$ cat src/rtl/gate_settle_timer.sv
// 8-bit loadable down-counter used to time the settle interval.
//   clk, rst     : clock, synchronous active-high reset
//   i_load       : load i_load_val (has priority over decrement)
//   i_load_val   : value to load
//   i_dec        : decrement while non-zero (saturates at 0)
//   o_zero       : counter is zero
module gate_settle_timer (
    input  logic       clk,
    input  logic       rst,
    input  logic       i_load,
    input  logic [7:0] i_load_val,
    input  logic       i_dec,
    output logic       o_zero
);

    logic [7:0] r_cnt;

    always_ff @(posedge clk) begin
        if (rst)
            r_cnt <= '0;
        else if (i_load)
            r_cnt <= i_load_val;
        else if (i_dec && r_cnt != 8'd0)
            r_cnt <= r_cnt - 8'd1;
    end

    assign o_zero = (r_cnt == 8'd0);

endmodule

$ cat config.mk
export PLATFORM = sky130hd
export DESIGN_NAME = gate_settle_timer
export DESIGN_NICKNAME = d
export VERILOG_FILES = /design/src/rtl/gate_settle_timer.sv
export SDC_FILE = /design/constraint.sdc
export NUM_CORES = 1
export LEC_CHECK = 0
export CORE_AREA = 3 3 40 42
export DETAILED_ROUTE_END_ITERATION = 16
export DIE_AREA = 0 0 43 45
export PLACE_DENSITY_LB_ADDON = 0.3
export SYNTH_ARGS = -nofsm -noshare
export SYNTH_HDL_FRONTEND = slang
export SYNTH_SLANG_ARGS = --single-unit
$ cat constraint.sdc
create_clock -name clk -period 3.1 [get_ports clk]
set_input_delay 0.465 -clock clk [delete_from_list [all_inputs] [get_ports clk]]
set_output_delay 0.465 -clock clk [all_outputs]
set_load 0.01 [all_outputs]
==> metrics.csv <==
stage;metric;value;unit
setup_path;WP data arrival;1960;ps
die;die area;1940;um2
grt;met1 usage;0.182;
setup_path;CP top delay family;simple AND/OR/NAND/NOR gates;
detailed_routing;DRC;0;
clocking;Worst-path clk slew;60;ps
clocking;CTS tree;built;
placement;PortBufs;12;
detailed_routing;ANT nets after route;0;
grt;largest net degree at the start of global routing;12;
detailed_routing;via count;484;
detailed_routing;vias per cell;5.56;
setup_path;Worst Path Required;2630;ps
grt;Most Crowded Layer GR;met2;
detailed_routing;drt total wl;1100;um
grt;GRT Util Overall;0.144;
setup_path;FF-to-FF End;r_cnt[3];
final_layout;max reg flops;8;
synthesis;Avg Cell Area, Syn;8.74;um2
timing;max-slew violation count;0;
status;status;finished clean;
clocking;CTS Buffer Depth;2;
final_layout;Layout Cell Area excl Fill;669;um2
final_layout;ant diodes;0;
synthesis;ranking of synthesized cells by area;dfxtp_1, o41ai_4, xnor2_1;
setup_path;Crit. Startpoint;r_cnt[2];
final_layout;largest reg by FF count;r_cnt;
synthesis;Syn Inst Count;59;
timing;crit path time final;2420;ps
die;core area;1280;um2
setup_path;Slowest Stage Delay on Critical Path;590;ps
timing;final setup TNS;0;ps
timing;Slew @ Worst Pin;497;ps
setup_path;Reg2Reg Setup Slack;1220;ps
synthesis;most frequent cells after synthesis;dfxtp_1, nor2_1, a21oi_1;
placement;Placer Congestion;0.772;
die;Rows;13;
setup_path;Crit. path cell count;3;
power;Leak;0.000235;uW
grt;vias in the first global route;477;
power;Power, Total;290;uW
synthesis;Synth Register Bits;8;
setup_path;Worst Path Buf+Inv;1;
final_layout;Fillers;125;
setup_path;reg2reg start;r_cnt[2];
synthesis;synthesized area;515;um2
synthesis;Syn. warnings;0;
clocking;htree depth;1;
final_layout;Largest regs;r_cnt: 8 flops;
synthesis;most frequent cell after synthesis;dfxtp_1;
setup_path;crit path cell chain;or4_4, nor4_1, clkdlybuf4s50_1;
clocking;post-CTS sizing;0;
placement;placement-stage cell area;647;um2
synthesis;Synth top area share;0.311;
timing;Tcrit/Tclk final;0.782;
synthesis;Async SR Flop Fraction;0;
synthesis;Post-synth EDFFs;0;
synthesis;syn nets;73;
setup_path;critical path endpoint;o_zero;
placement;DP HPWL;776;um
synthesis;Main synth FF type;dfxtp_1;
timing;RSZ-0062 raised after global routing;no;
timing;slew margin rel.;0.668;
die;Starting Density;0.401;
setup_path;critical path type;register to output port;
grt;met3 Track Usage GR;0.0359;
clocking;Root Driver;clkbuf_4;
detailed_routing;wire per inst;12.7;um
timing;setup violators final;0;
grt;initial antenna violation count;0;
timing;final hold vios;0;
power;peak supply drop;0.188;mV
detailed_routing;Starting DRT DRC Count;5;
detailed_routing;drt first pass iters;3;
clocking;Setup Fix Bufs, Post-CTS;0;
final_layout;Layout area overhead;29.9;%
final_layout;final net count;88;
synthesis;area leader, netlist;dfxtp_1;
clocking;clock sink total;8;
synthesis;sequential element share of the synthesized area;0.311;
die;Die H;45;um
setup_path;Worst path slowest cell;or4_4;
job;MaxCap Viol Count;0;
timing;skew final;2.40;ps
setup_path;CP Capture Type;output port;
setup_path;maximum fanout along the worst path;6;
clocking;Clk Latency, worst-skew pair;260;ps
grt;met2 Use GR;0.204;
die;IO Pins;13;
timing;Max Clock Freq;412;MHz
clocking;total CTS buffers;3;
power;PwrDens;433;nW/um2
synthesis;count of cell types in the netlist;28;
clocking;hold_buf cts;0;
final_layout;layout cells sized above 1;0.153;
setup_path;Startpoint Class;register;
hold_path;Hold WC Path Type;register to register;
setup_path;Worst Reg2Reg Path Length in Cells;4;
die;die width;43;um
final_layout;Final Core Density;0.521;
grt;grt ovf;0;
grt;first-pass GRT wire length;2010;um
-- how the worst min path moves through the flow --
stage	from	to	slack [ps]	cells past startpoint
floorplan	r_cnt[5]	r_cnt[5]	480	2
global placement	r_cnt[5]	r_cnt[5]	500	2
detailed placement	r_cnt[5]	r_cnt[5]	510	2
CTS	r_cnt[5]	r_cnt[5]	520	2
global route	r_cnt[5]	r_cnt[5]	550	2
finish	r_cnt[5]	r_cnt[5]	520	2
-- metal layers --
layer  part of all wire  up-vias
li1                   -      249
met1               0.47      218
met2               0.43       12
met3              0.056        5
met4              0.036        0
met5                  0        -
-- worst min-delay path, stage by stage (launching register included) --
cell,delay (ps)
dfxtp_1,320
o31ai_1,70
a311oi_1,80
-- final cells by class --
cell class / instances / area, um2 / share of cell area
clock buffer: 3 / 22.5 / 0.0336
inverter: 5 / 18.8 / 0.0280
tap: 15 / 18.8 / 0.0280
timing repair buffer: 12 / 120 / 0.179
sequential: 8 / 160 / 0.239
multi-input combinational: 44 / 329 / 0.492
-- through the flow --
| stage | hold WS (ps) | setup slack, ps | cells |
|---|---|---|---|
| after floorplan | 479 | 1360 | 59 |
| after global placement | 501 | 960 | 84 |
| after detailed placement | 506 | 953 | 84 |
| after CTS | 516 | 671 | 87 |
| after global routing | 549 | 515 | 87 |
| final | 519 | 675 | 87 |
-- cell families (layout without fill, tap and decap cells) --
kind of cell,count (synthesis),after routing,share of synthesized area
simple gates,22,22,0.272
compound gates,16,16,0.248
flops,8,8,0.311
buf+inv,7,20,0.0509
xor+xnor,3,3,0.0510
fa+ha+maj,2,2,0.0485
mux,1,1,0.0194
-- layout by cell type (no fill, tap or decap), types with 2 or more instances in the layout --
master	synthesis	layout
clkbuf_4	0	3
clkdlybuf4s50_1	0	12
a21oi_1	5	5
nor3b_1	3	3
dfxtp_1	8	8
or3_2	2	2
inv_1	4	4
nand2_1	2	2
nor2_1	6	6
xnor2_1	3	3
a311oi_1	2	2
or4_2	2	2
o21ai_0	3	3
or4_1	2	2
ha_1	2	2
-- where the power goes --
part	internal, uW	switching [uW]	leakage [uW]
logic	44.9	37.4	0.000155
clock network	44.6	40.1	0.0000138
registers	112	10.5	0.0000665
total	202	88.1	0.000235
No activity file was read; power rests on OpenSTA's default activity.
